[src/rtl/road_object_tracker_if.sv]
// Handshake bundle between the game FSM/keyboard side
// and the road object tracker.
interface road_object_tracker_if #(
  parameter int ROW_W = 3
);
  logic             Run;
  logic             Step;
  logic             LeftEn;
  logic             RightEn;
  logic             HitAck;
  logic [1:0]       PlayerLane;
  logic             HitEn;
  logic             CoinEn;
  logic             PoliceEn;
  logic [2:0]       ObjValid;
  logic [2:0]       ObjType;
  logic [3*ROW_W-1:0] ObjRow;

  modport master (
    output Run, Step, LeftEn, RightEn, HitAck,
    input  PlayerLane, HitEn, CoinEn, PoliceEn,
    input  ObjValid, ObjType, ObjRow
  );

  modport slave (
    input  Run, Step, LeftEn, RightEn, HitAck,
    output PlayerLane, HitEn, CoinEn, PoliceEn,
    output ObjValid, ObjType, ObjRow
  );
endinterface

[src/rtl/road_object_tracker.sv]
// Player lane, per-lane scrolling objects, spawn LFSR
// and hit events for a 3-lane road game.
module road_object_tracker #(
  parameter int         NUM_ROWS  = 8,
  parameter int         ROW_W     = 3,
  parameter int         SPAWN_GAP = 3,
  parameter logic [7:0] LFSR_SEED = 8'hA5
) (
  input logic Clock,
  input logic Reset,
  road_object_tracker_if.slave bus
);
  localparam logic [ROW_W-1:0] LAST = ROW_W'(NUM_ROWS - 1);
  localparam int GW = $clog2(SPAWN_GAP + 1);

  typedef enum logic [1:0] {
    IDLE,
    RUN,
    HOLD
  } state_t;

  state_t           state;
  logic [1:0]       lane;
  logic [2:0]       vld;
  logic [2:0]       typ;
  logic [ROW_W-1:0] row [3];
  logic [7:0]       lfsr;
  logic [GW-1:0]    gap;
  logic             hit;
  logic             coin;
  logic             police;

  logic             collide;
  logic             lane_typ;
  logic [2:0]       lane_mask;
  logic [1:0]       lane_nxt;
  logic [3:0]       vld4;
  logic             spawn;
  logic [2:0]       step_vld;
  logic [2:0]       step_typ;
  logic [ROW_W-1:0] step_row [3];
  logic [GW-1:0]    gap_nxt;
  logic [7:0]       lfsr_nxt;

  // Collision test against the slot under the player
  always_comb begin
    collide   = 1'b0;
    lane_typ  = 1'b0;
    lane_mask = '0;
    for (int i = 0; i < 3; i++) begin
      if (lane == 2'(i)) begin
        lane_mask[i] = 1'b1;
        lane_typ     = typ[i];
        collide      = vld[i] && (row[i] == LAST);
      end
    end
  end

  // Saturating lane move; both pulses cancel
  always_comb begin
    lane_nxt = lane;
    unique case (1'b1)
      bus.LeftEn && !bus.RightEn:
        if (lane != 2'd0) lane_nxt = lane - 2'd1;
      bus.RightEn && !bus.LeftEn:
        if (lane != 2'd2) lane_nxt = lane + 2'd1;
      default: ;
    endcase
  end

  // Lane code 3 is treated as occupied so it never spawns
  assign vld4  = {1'b1, vld};
  assign spawn = (gap == '0) && !vld4[lfsr[1:0]];

  // Scroll result: advance or retire, then drop in a spawn
  always_comb begin
    for (int i = 0; i < 3; i++) begin
      step_vld[i] = vld[i] && (row[i] != LAST);
      step_row[i] = step_vld[i] ? row[i] + 1'b1 : row[i];
      step_typ[i] = typ[i];
      if (spawn && (lfsr[1:0] == 2'(i))) begin
        step_vld[i] = 1'b1;
        step_row[i] = '0;
        step_typ[i] = lfsr[2];
      end
    end
  end

  assign gap_nxt = spawn ? GW'(SPAWN_GAP) :
                   (gap != '0) ? gap - 1'b1 : gap;

  assign lfsr_nxt = {lfsr[6:0],
                     lfsr[7] ^ lfsr[5] ^ lfsr[4] ^ lfsr[3]};

  // Game-play state machine and all registered state
  always_ff @(posedge Clock) begin
    if (Reset) begin
      state  <= IDLE;
      lane   <= 2'd1;
      vld    <= '0;
      typ    <= '0;
      row    <= '{default: '0};
      lfsr   <= LFSR_SEED;
      gap    <= '0;
      hit    <= 1'b0;
      coin   <= 1'b0;
      police <= 1'b0;
    end else begin
      unique case (state)
        IDLE: begin
          if (bus.Run) state <= RUN;
        end
        RUN: begin
          if (!bus.Run) begin
            state <= IDLE;
          end else if (collide) begin
            state  <= HOLD;
            hit    <= 1'b1;
            coin   <= lane_typ;
            police <= !lane_typ;
            vld    <= vld & ~lane_mask;
          end else begin
            lane <= lane_nxt;
            if (bus.Step) begin
              vld  <= step_vld;
              typ  <= step_typ;
              row  <= step_row;
              gap  <= gap_nxt;
              lfsr <= lfsr_nxt;
            end
          end
        end
        HOLD: begin
          if (bus.HitAck) begin
            hit    <= 1'b0;
            coin   <= 1'b0;
            police <= 1'b0;
            state  <= bus.Run ? RUN : IDLE;
          end
        end
        default: state <= IDLE;
      endcase
    end
  end

  assign bus.PlayerLane = lane;
  assign bus.HitEn      = hit;
  assign bus.CoinEn     = coin;
  assign bus.PoliceEn   = police;
  assign bus.ObjValid   = vld;
  assign bus.ObjType    = typ;
  assign bus.ObjRow     = {row[2], row[1], row[0]};
endmodule

[src/flat_wrapper.sv]
// flat-port wrapper written by rule: the top's interface ports become plain ports
module road_object_tracker_flat 
#(
  parameter int         NUM_ROWS  = 8,
  parameter int         ROW_W     = 3,
  parameter int         SPAWN_GAP = 3,
  parameter logic [7:0] LFSR_SEED = 8'hA5
)
  (Clock, Reset, bus_Run, bus_Step, bus_LeftEn, bus_RightEn, bus_HitAck, bus_PlayerLane, bus_HitEn, bus_CoinEn, bus_PoliceEn, bus_ObjValid, bus_ObjType, bus_ObjRow);
  road_object_tracker_if #(.ROW_W(ROW_W)) bus_i ();
  input logic Clock;
  input logic Reset;
  input wire logic [$bits(bus_i.Run)-1:0] bus_Run;
  input wire logic [$bits(bus_i.Step)-1:0] bus_Step;
  input wire logic [$bits(bus_i.LeftEn)-1:0] bus_LeftEn;
  input wire logic [$bits(bus_i.RightEn)-1:0] bus_RightEn;
  input wire logic [$bits(bus_i.HitAck)-1:0] bus_HitAck;
  output wire logic [$bits(bus_i.PlayerLane)-1:0] bus_PlayerLane;
  output wire logic [$bits(bus_i.HitEn)-1:0] bus_HitEn;
  output wire logic [$bits(bus_i.CoinEn)-1:0] bus_CoinEn;
  output wire logic [$bits(bus_i.PoliceEn)-1:0] bus_PoliceEn;
  output wire logic [$bits(bus_i.ObjValid)-1:0] bus_ObjValid;
  output wire logic [$bits(bus_i.ObjType)-1:0] bus_ObjType;
  output wire logic [$bits(bus_i.ObjRow)-1:0] bus_ObjRow;
  assign bus_i.Run = bus_Run;
  assign bus_i.Step = bus_Step;
  assign bus_i.LeftEn = bus_LeftEn;
  assign bus_i.RightEn = bus_RightEn;
  assign bus_i.HitAck = bus_HitAck;
  assign bus_PlayerLane = bus_i.PlayerLane;
  assign bus_HitEn = bus_i.HitEn;
  assign bus_CoinEn = bus_i.CoinEn;
  assign bus_PoliceEn = bus_i.PoliceEn;
  assign bus_ObjValid = bus_i.ObjValid;
  assign bus_ObjType = bus_i.ObjType;
  assign bus_ObjRow = bus_i.ObjRow;
  road_object_tracker #(.NUM_ROWS(NUM_ROWS), .ROW_W(ROW_W), .SPAWN_GAP(SPAWN_GAP), .LFSR_SEED(LFSR_SEED)) u_core (.Clock(Clock), .Reset(Reset), .bus(bus_i));
endmodule
[config.mk]
export PLATFORM = sky130hd
export DESIGN_NAME = road_object_tracker_flat
export DESIGN_NICKNAME = d
export VERILOG_FILES = /design/src/rtl/road_object_tracker_if.sv /design/src/rtl/road_object_tracker.sv /design/src/flat_wrapper.sv
export SDC_FILE = /design/constraint.sdc
export NUM_CORES = 1
export LEC_CHECK = 0
export BUFFER_PORTS_ARGS = -buffer_cell sky130_fd_sc_hd__buf_2
export CELL_PAD_IN_SITES_DETAIL_PLACEMENT = 0
export CELL_PAD_IN_SITES_GLOBAL_PLACEMENT = 1
export CORE_ASPECT_RATIO = 0.5
export CORE_MARGIN = 2
export CORE_UTILIZATION = 30
export DETAILED_ROUTE_END_ITERATION = 12
export PLACE_DENSITY_LB_ADDON = 0.1
export SLEW_MARGIN = 20
export SYNTH_ARGS = -nofsm -noshare
export SYNTH_HDL_FRONTEND = slang
export SYNTH_SLANG_ARGS = --single-unit
export TNS_END_PERCENT = 100
[constraint.sdc]
create_clock -name Clock -period 1.9 [get_ports Clock]
set_clock_uncertainty 0.15 [all_clocks]
set_input_delay 0.285 -clock Clock [delete_from_list [all_inputs] [get_ports Clock]]
set_output_delay 0.285 -clock Clock [all_outputs]
set_load 0.02 [all_outputs]
==> metrics.md, run 1 <==
| Metric | Value |
|---|---|
| Status | `finished clean` |
| Hold path cells | `2` |
| Syn_nets | `212` |
| First-pass iteration count of the detailed router | `4` |
| Number of flops mapped to enable cells by yosys | `0` |
| DR vias | `between 1500 and 2000` |
| Hold WS | `0.135 ns` |
| Total Neg Setup Slack | `0 ns` |
| CP Data Arrival Time | `1.88 ns` |
| Yosys reg bits | `32` |
| Switch share | `21.7%` |
| Die Wd | `110 µm` |
| Routed Wire Length | `5030 µm` |
| Core ar. | `5470 µm²` |
| Vias/cell | `approximately 5` |
| First-pass GRT wire length | `~7400 µm` |
| Min Clock Period, post-route | `about 1.9 ns` |
| Average wire per standard cell | `around 16 µm` |
| Num rows | `19` |
| Port Buf Inserts | `26` |
| Reg2reg end | `u_core.bus.ObjValid[2]` |
| Pwr dens | `717 nW/µm²` |
| CTS buffer count | `5` |
| Endpoint kind of the worst setup timing path | `register` |
| Leakage | `roughly 1.1 nW` |
| Die Ht | `~57 µm` |
| Post-synthesis async set-or-reset flop share | `0%` |
| Worst vdd ir | `0.319 mV` |
| Critical R2R Launch | `u_core.bus.PlayerLane[1]` |
| Top_reg_cell synth | `dfxtp_1` |
| R2R Setup Slk | `0.04 ns` |
| Worst r2r path cells | `7` |
| Slew HR | `71.1%` |
| Congestion Overflow GR | `0` |
| Post-route clock period utilization | `between 90% and 100%` |
| Total power | `1.84 mW` |
| Die area | `6310 µm²` |
| Slew Viols, Final | `0` |
| P_sw | `0.399 mW` |
| Worst setup SP type | `register` |
| IO Pins | `27` |
| Routed length on met1 | `2630 µm` |
| Worst-Skew Late Latency | `0.28 ns` |
| RSZ-0062 raised after global routing | `true` |
| Fmax | `539 MHz` |
| Starting Density | `about 31%` |
| DPL Wire Length | `3290 µm` |
| Post-Place Cells | `306` |
| DR WL met3 | `195 µm` |
| Slowest-stage cell, CP | `o2111ai_4` |
| Setup WS pre-CTS | `-0.0709 ns` |
| Critical hold path startpoint | `bus_Run` |
| Cell area after placement | `2040 µm²` |
| Worst min path class | `primary input to register` |
| Layout cells sized above 1 | `41.4%` |
| Cts hold-fix bufs | `0` |
| Largest net degree at the start of global routing | `24` |
| Vias in the first global route | `between 1000 and 1500` |
| Clock transition at path regs | `0.06 ns` |
| Top sig layer | `met4` |
| Initial antenna violation count | `0` |
| Max incr delay on CP | `0.37 ns` |
| Ys Warns | `0` |
| Utilization after layout | `46.8%` |
| Hold EP | `u_core.state[0]` |
| Sequential area share after synthesis | `~38%` |
| Setup CP Type | `register to register` |
| Worst-path maximum fanout | `6` |
| P_int | `~1.4 mW` |
| Max_cap viols | `0` |
| Reg power frac | `between 30% and 40%` |
| Final Setup Violations | `0` |
| Inserted Diodes | `0` |
| Non-Filler Instances | `324` |
| Final-report hold violation count | `0` |
| Mapped Area | `1700 µm²` |
| Iter 0 DRT Violations | `53` |
| Slew @ Worst Pin | `0.427 ns` |
| Met2 WL | `roughly 2200 µm` |
| Filler cells | `about 540` |
| Area growth, synth to finish | `50.8%` |
| GP Congestion | `0.719` |
| Avg Synthesized Cell Area | `approximately 8.7 µm²` |
| CTS tree | `built` |
| Total clock sinks | `32` |
| DRT antenna net count | `0` |
| Comb power frac | `7.7%` |
| Root buffer cell | `clkbuf_16` |
| Final net count | `267` |
| Worst EP required | `1.92 ns` |
| Cells after Synth | `195` |
| Setup ws final | `0.0435 ns` |
| Final non-filler cell area | `2560 µm²` |
| Clk network pwr share | `54.5%` |
| GRT Total Usage | `~16%` |
| # H-tree levels | `2` |
| Clock tree buffer depth | `2` |
| CP Cell Sequence | `inv_2, ha_4, nand4b_4, o2111ai_4, buf_12, nor2_1, o21a_1` |
| # DRC | `0` |
| Distinct cells, synth | `44` |
[worst max path at each step]
| stage | from | cells past startpoint | end | slack, ns |
|---|---|---|---|---|
| finish | u_core.bus.PlayerLane[1] | 7 | u_core.bus.ObjValid[2] | 0.04 |
| global route | u_core.bus.ObjRow[6] | 6 | u_core.bus.ObjRow[8] | -0.04 |
| CTS | u_core.bus.ObjRow[1] | 7 | u_core.gap[1] | -0.007 |
| detailed placement | u_core.bus.ObjRow[3] | 7 | u_core.bus.ObjRow[4] | -0.07 |
| global placement | u_core.bus.ObjRow[3] | 7 | u_core.bus.ObjRow[5] | -0.008 |
| floorplan | u_core.bus.ObjRow[0] | 7 | u_core.bus.ObjValid[0] | 0.0001 |
[power by group through the flow]
stage / clock, mW / sequential, mW / combinational (mW)
after global routing: 1.05 / 0.697 / 0.155
after CTS: 1.01 / 0.695 / 0.121
after detailed placement: 0 / 0.710 / 0.117
after floorplan: 0 / 0.710 / 0.0664
after global placement: 0 / 0.709 / 0.116
final: 0.999 / 0.695 / 0.141
[synthesized netlist by cell type (all sizes together) (2+ instances only)]
cell     number  share of area [%]
and3b         2                1.0
o211ai        5                2.5
dfxtp        32                 38
nand3        14                4.4
xnor2         4                2.1
nand4b        2                1.9
nand2        26                5.7
o211a         2                1.6
nor2          8                1.8
and3          2               0.74
o2111ai       2                1.4
ha           10                7.4
a211oi        3                1.6
inv           8                1.8
a21oi        25                7.4
nor2b         4                1.5
buf           5                2.0
nor3b         2               0.88
clkbuf        3               0.66
nand3b        3                1.3
o21ai        15                4.4
mux2i         3                1.8
or3           2               0.74
[cell type report]
class                   instances  area, µm²  area share, %
flip-flops and latches         32        651           25.4
well taps                      73       91.3           3.57
repair buffers                 56        438           17.1
multi-input cells             147       1160           45.5
clock inverters                 1       30.0           1.17
clock buffers                   7        153           5.96
inverters                       8       32.5           1.27
[layer usage]
metal	vias to the layer above	GRT usage (%)
li1	827	-
met1	792	22.7
met2	19	22.4
met3	5	4.69
met4	0	4.29
met5	-	0
[logic make-up after synthesis]
family,share of synthesized area [%]
muxes,2.43
and+or+nand+nor,23.4
DFF,37.7
buffers and inverters,4.42
adders and majority gates,7.37
xor gates and xnor gates,2.06
AOI/OAI and AO/OA,22.6
[cell usage in the layout, fill, tap and decap left out, types with 6 or more instances in the layout]
master     instances
nand2_1           25
clkbuf_16          7
dfxtp_1           26
buf_4             17
a21oi_1           20
buf_2             27
nand3_1           10
nor2_1             7
buf_6              8
o21ai_0           10
inv_1              6
ha_4               8
[critical path, delay by kind of cell, from the launching register on]
kind / cells / cell delay, ns
AOI/OAI and AO/OA: 2 / 0.56
DFF: 1 / 0.34
and+or+nand+nor: 2 / 0.29
buffers and inverters: 2 / 0.23
adders and majority gates: 1 / 0.18
[registers in the layout, indices dropped and copies added (netlist names)]
signal                 count
u_core.bus.ObjValid        3
u_core.state               2
u_core.lfsr                8
u_core.gap                 2
u_core.bus.CoinEn          1
u_core.bus.ObjRow          9
u_core.bus.PlayerLane      2
u_core.bus.PoliceEn        1
u_core.bus.ObjType         3
u_core.bus.HitEn           1
[timing repair]
| item | 4_1_cts | 5_1_grt |
|---|---|---|
| cloned | 0 | 3 |
| pin swaps | 2 | 17 |
| buffers inserted | 4 | 3 |
| endpoints found under the setup margin | 21 | 30 |
| resized for setup | 4 | 53 |
Note: power is estimated with default switching activity, not from simulation.
==> run 2, diff against run 1 <==
- CORE_UTILIZATION: 30 -> 35
==> run 2 against run 1 <==
The flow now finishes with violations (setup timing); non-clock buffer count down 5; worst setup slack got worse by 0.046 ns; cell count down 3.4%; final area down 5.5%; via count down 2.2%; die area shrank 14%; combinational power fell by 7%; core utilization increased by 6.6 points; sequential share of layout area rose by 1.6 points; fmax fell by 2.4%; routed wire length decreased by 1.9%; count of clock-buffer cells in the layout unchanged; critical path type unchanged.
==> metrics.md, run 2 (synthesis results as in run 1) <==
| Metric | Value |
|---|---|
| Total clock sinks | `32` |
| Die Ht | `53.3 µm` |
| Clock tree buffer depth | `2` |
| First-pass iteration count of the detailed router | `4` |
| Cell area after placement | `2000 µm²` |
| First-pass GRT wire length | `7300 µm` |
| GRT Total Usage | `18.3%` |
| Total Neg Setup Slack | `-0.00367 ns` |
| Status | `complete, but fails checks` |
| Slew Viols, Final | `0` |
| CP Data Arrival Time | `approximately 1.9 ns` |
| DRT antenna net count | `0` |
| Initial antenna violation count | `0` |
| Layout cells sized above 1 | `37.2%` |
| CTS tree | `built` |
| Violated checks | `setup timing` |
| R2R Setup Slk | `-0.002 ns` |
| Average wire per standard cell | `15.8 µm` |
| Port Buf Inserts | `26` |
| CP Launch Point | `u_core.bus.ObjRow[1]` |
| Die Wd | `about 100 µm` |
| Leakage | `1.00 nW` |
| Die area | `5460 µm²` |
| Iter 0 DRT Violations | `48` |
| Utilization after layout | `53.4%` |
| Fmax | `526 MHz` |
| Num rows | `17` |
| Total power | `1.57 mW` |
| M2 GR Usage | `26.8%` |
| Slew HR | `68.8%` |
| GP Congestion | `0.737` |
| Hold path cells | `2` |
| IO Pins | `27` |
| Worst EP required | `approximately 1.9 ns` |
| Met1 usage | `roughly a quarter` |
| Cts hold-fix bufs | `0` |
| Met3 usage | `4.49%` |
| Inserted Diodes | `0` |
| # H-tree levels | `2` |
| Worst r2r path cells | `8` |
| Final net count | `263` |
| Routed Wire Length | `4930 µm` |
| DR vias | `1607` |
| Reg2reg end | `u_core.bus.ObjValid[2]` |
| Post-route clock period utilization | `100%` |
| Worst setup SP type | `register` |
| Area growth, synth to finish | `42.4%` |
| Setup CP Type | `register to register` |
| Setup WS pre-CTS | `-0.0661 ns` |
| Worst min path class | `primary input to register` |
| Hold EP | `u_core.state[0]` |
| Vias in the first global route | `1472` |
| Pwr dens | `approximately 650 nW/µm²` |
| Largest net degree at the start of global routing | `24` |
| Worst vdd ir | `0.295 mV` |
| Congestion Overflow GR | `0` |
| Most frequent cells in the layout | `nand2_1, buf_2, dfxtp_1` |
| Largest register FFs | `9` |
| # DRC | `0` |
| Clock transition at path regs | `0.08 ns` |
| Post-Place Cells | `295` |
| Starting Density | `approximately 37%` |
| Endpoint kind of the worst setup timing path | `register` |
| Worst-Skew Late Latency | `0.30 ns` |
| Setup ws final | `-0.00232 ns` |
| Core ar. | `4530 µm²` |
| DPL Wire Length | `3090 µm` |
| Final Setup Violations | `2` |
| Final-report hold violation count | `0` |
| RSZ-0062 raised after global routing | `true` |
| Vias/cell | `5.13` |
| Non-Filler Instances | `313` |
| Final non-filler cell area | `~2400 µm²` |
| Worst-path maximum fanout | `6` |
| GR peak layer | `met2` |
| Critical hold path startpoint | `bus_Run` |
| CTS buffer count | `5` |
| Max_cap viols | `0` |
| Slew @ Worst Pin | `0.466 ns` |
| Root buffer cell | `clkbuf_8` |
| Critical R2R Launch | `u_core.bus.ObjRow[1]` |
| Min Clock Period, post-route | `about 1.9 ns` |
| Hold WS | `0.116 ns` |
run 2: how the worst max path moves through the flow:
stage	end	slack, ns	cells past startpoint
after floorplan	u_core.bus.ObjValid[0]	0.0001	7
after global placement	u_core.state[0]	-0.01	7
after detailed placement	u_core.bus.ObjRow[4]	-0.07	7
after CTS	u_core.bus.ObjRow[7]	0.003	8
after global routing	u_core.bus.ObjValid[2]	-0.06	8
final	u_core.bus.ObjValid[2]	-0.002	8
run 2: area by class of cell:
type / count / area (µm²)
Clock inverter: 1 / 30.0
Tap cell: 66 / 82.6
Clock buffer: 7 / 96.3
Timing Repair Buffer: 51 / 397
Fill cell: 446 / 2110
Multi-Input combinational cell: 148 / 1120
Inverter: 8 / 35.0
Sequential cell: 32 / 653
run 2: per-layer routing:
metal  vias up  routed length [µm]
met2        19                2090
met3         5                 156
met4         0                  32
met1       765                2660
li1        818                   -
met5         -                   0
run 2: power breakdown:
part           internal [mW]  switching, mW
Clock                  0.463          0.286
Combinational         0.0580         0.0732
Sequential             0.679         0.0139
run 2: what timing repair did:
| action | 4_1_cts | 5_1_grt |
|---|---|---|
| gates cloned | 1 | 3 |
| buffers inserted | 2 | 4 |
| pin swaps | 1 | 15 |
| gates resized for setup | 7 | 42 |
| endpoints found under the setup margin | 23 | 27 |
run 2: critical path, cell delays in order (launching register included):
cell,delay (ns)
dfxtp_2,0.35
ha_2,0.19
ha_4,0.15
nand4b_4,0.17
o2111ai_4,0.27
buf_12,0.16
buf_12,0.12
nor2_2,0.05
o21a_1,0.18
==> run 3, diff against run 2 <==
- RECOVER_POWER: unset -> 25
==> run 3 against run 2 <==
The flow still finishes with violations (setup timing); count of clock-buffer cells in the layout unchanged; cell count stayed put; global-route usage unchanged; die area unchanged; routed wire length barely moved; worst hold slack about the same; critical path type unchanged; largest power group unchanged.
==> metrics.md, run 3 (synthesis results as in run 1) <==
| Metric | Value |
|---|---|
| Num rows | `17` |
| Area growth, synth to finish | `41.9%` |
| Pwr dens | `around 650 nW/µm²` |
| DRT antenna net count | `0` |
| Critical hold path startpoint | `bus_Run` |
| Starting Density | `a little under two fifths` |
| Average wire per standard cell | `between 15 and 20 µm` |
| CTS buffer count | `5` |
| GR peak layer | `met2` |
| Slowest-stage cell, CP | `dfxtp_2` |
| Die Ht | `53.3 µm` |
| Clock tree buffer depth | `2` |
| Cts hold-fix bufs | `0` |
| Post-route clock period utilization | `100%` |
| Inserted Diodes | `0` |
| Met1 usage | `26.2%` |
| GRT Total Usage | `a little under a fifth` |
| Iter 0 DRT Violations | `45` |
| Hold WS | `0.116 ns` |
| Fmax | `526 MHz` |
| Worst setup SP type | `register` |
| Setup CP Type | `register to register` |
| Port Buf Inserts | `26` |
| Setup ws final | `-0.00243 ns` |
| Worst min path class | `primary input to register` |
| M2 GR Usage | `26.8%` |
| Utilization after layout | `roughly 53%` |
| Final Setup Violations | `2` |
| Most frequent cells in the layout | `nand2_1, dfxtp_1, a21oi_1` |
| Congestion Overflow GR | `0` |
| # DRC | `0` |
| Total Neg Setup Slack | `-0.00365 ns` |
| Worst-path maximum fanout | `6` |
| Filler cells | `around 450` |
| CP Cell Sequence | `ha_2, ha_4, nand4b_4, o2111ai_4, buf_12, buf_12, nor2_2, o21a_1` |
| GP Congestion | `0.737` |
| Total power | `1.57 mW` |
| Die area | `5460 µm²` |
| DPL Wire Length | `3090 µm` |
| Status | `complete, but fails checks` |
| Worst-Skew Late Latency | `around 0.3 ns` |
| Met3 usage | `approximately 4.5%` |
| First-pass iteration count of the detailed router | `4` |
| Final net count | `263` |
| RSZ-0062 raised after global routing | `true` |
| Die Wd | `103 µm` |
| Largest register FFs | `9` |
| Final-report hold violation count | `0` |
| Routed Wire Length | `4940 µm` |
| Max_cap viols | `0` |
| Core ar. | `4530 µm²` |
| Violated checks | `setup timing` |
| CP Data Arrival Time | `around 1.9 ns` |
| Critical R2R Launch | `u_core.bus.ObjRow[1]` |
| Layout cells sized above 1 | `about a third` |
| Endpoint kind of the worst setup timing path | `register` |
| Max incr delay on CP | `0.35 ns` |
| Slew @ Worst Pin | `~0.47 ns` |
| Leakage | `slightly below 1 nW` |
| # H-tree levels | `2` |
| CTS tree | `built` |
| Root buffer cell | `clkbuf_8` |
| Slew Viols, Final | `0` |
| Slew HR | `roughly 70%` |
| Most used cell, CP | `buf_12` |
| CP Launch Point | `u_core.bus.ObjRow[1]` |
| Worst EP required | `1.94 ns` |
| First-pass GRT wire length | `7300 µm` |
| Largest net degree at the start of global routing | `24` |
| Non-Filler Instances | `around 310` |
| Total clock sinks | `32` |
| Clock transition at path regs | `roughly 0.080 ns` |
| Worst vdd ir | `0.295 mV` |
| DR vias | `1609` |
| IO Pins | `27` |
| Initial antenna violation count | `0` |
| Min Clock Period, post-route | `between 1.5 and 2 ns` |
| Vias in the first global route | `1472` |
| Vias/cell | `5.14` |
| Post-Place Cells | `295` |
## run 3: worst paths after layout
kind              cells past startpoint                      to  slack, ns
hold reg to reg                       2        u_core.bus.HitEn       0.30
setup reg to reg                      8  u_core.bus.ObjValid[2]     -0.002
hold / removal                        2         u_core.state[0]       0.12
setup / recovery                      8  u_core.bus.ObjValid[2]     -0.002
## run 3: area by class of cell
cell class,count,area [µm²],share of cell area [%]
Multi-Input combinational cell,148,1120,46.7
Sequential cell,32,653,27.1
Timing Repair Buffer,51,388,16.1
Clock buffer,7,96.3,4.00
Tap cell,66,82.6,3.43
Inverter,8,35.0,1.45
Clock inverter,1,30.0,1.25
## run 3: metal layers
metal	wire length (µm)	vias up	share of wire [%]
li1	-	818	-
met1	2670	767	54
met2	2080	19	42
met3	155	5	3.1
met4	32	0	0.65
met5	0	-	0
## run 3: repair_timing
item,4_1_cts,5_1_grt
cloned,1,3
gates resized for setup,7,42
buffers inserted,2,4
pin swaps,1,15
setup endpoints to repair,23,27
## run 3: report_power, final
| group | internal, mW | switching, mW |
|---|---|---|
| combinational | 0.0576 | 0.0733 |
| clock | 0.463 | 0.286 |
| sequential | 0.679 | 0.0140 |
| total | 1.20 | 0.373 |
## run 3: per-stage QoR
step	setup slack, ns	instance area [µm²]
global route	-0.0589	2410
global placement	-0.0132	2000
finish	-0.00243	2410
CTS	0.00290	2190
detailed placement	-0.0661	2000
floorplan	0.0000957	1700
## run 3: worst max-delay path, delay by kind of cell (launching register included)
kind            cells  cell delay (ns)
compound gates      2             0.45
fa+ha+maj           2             0.34
buf+inv             2             0.28
flops               1             0.35
simple gates        2             0.22
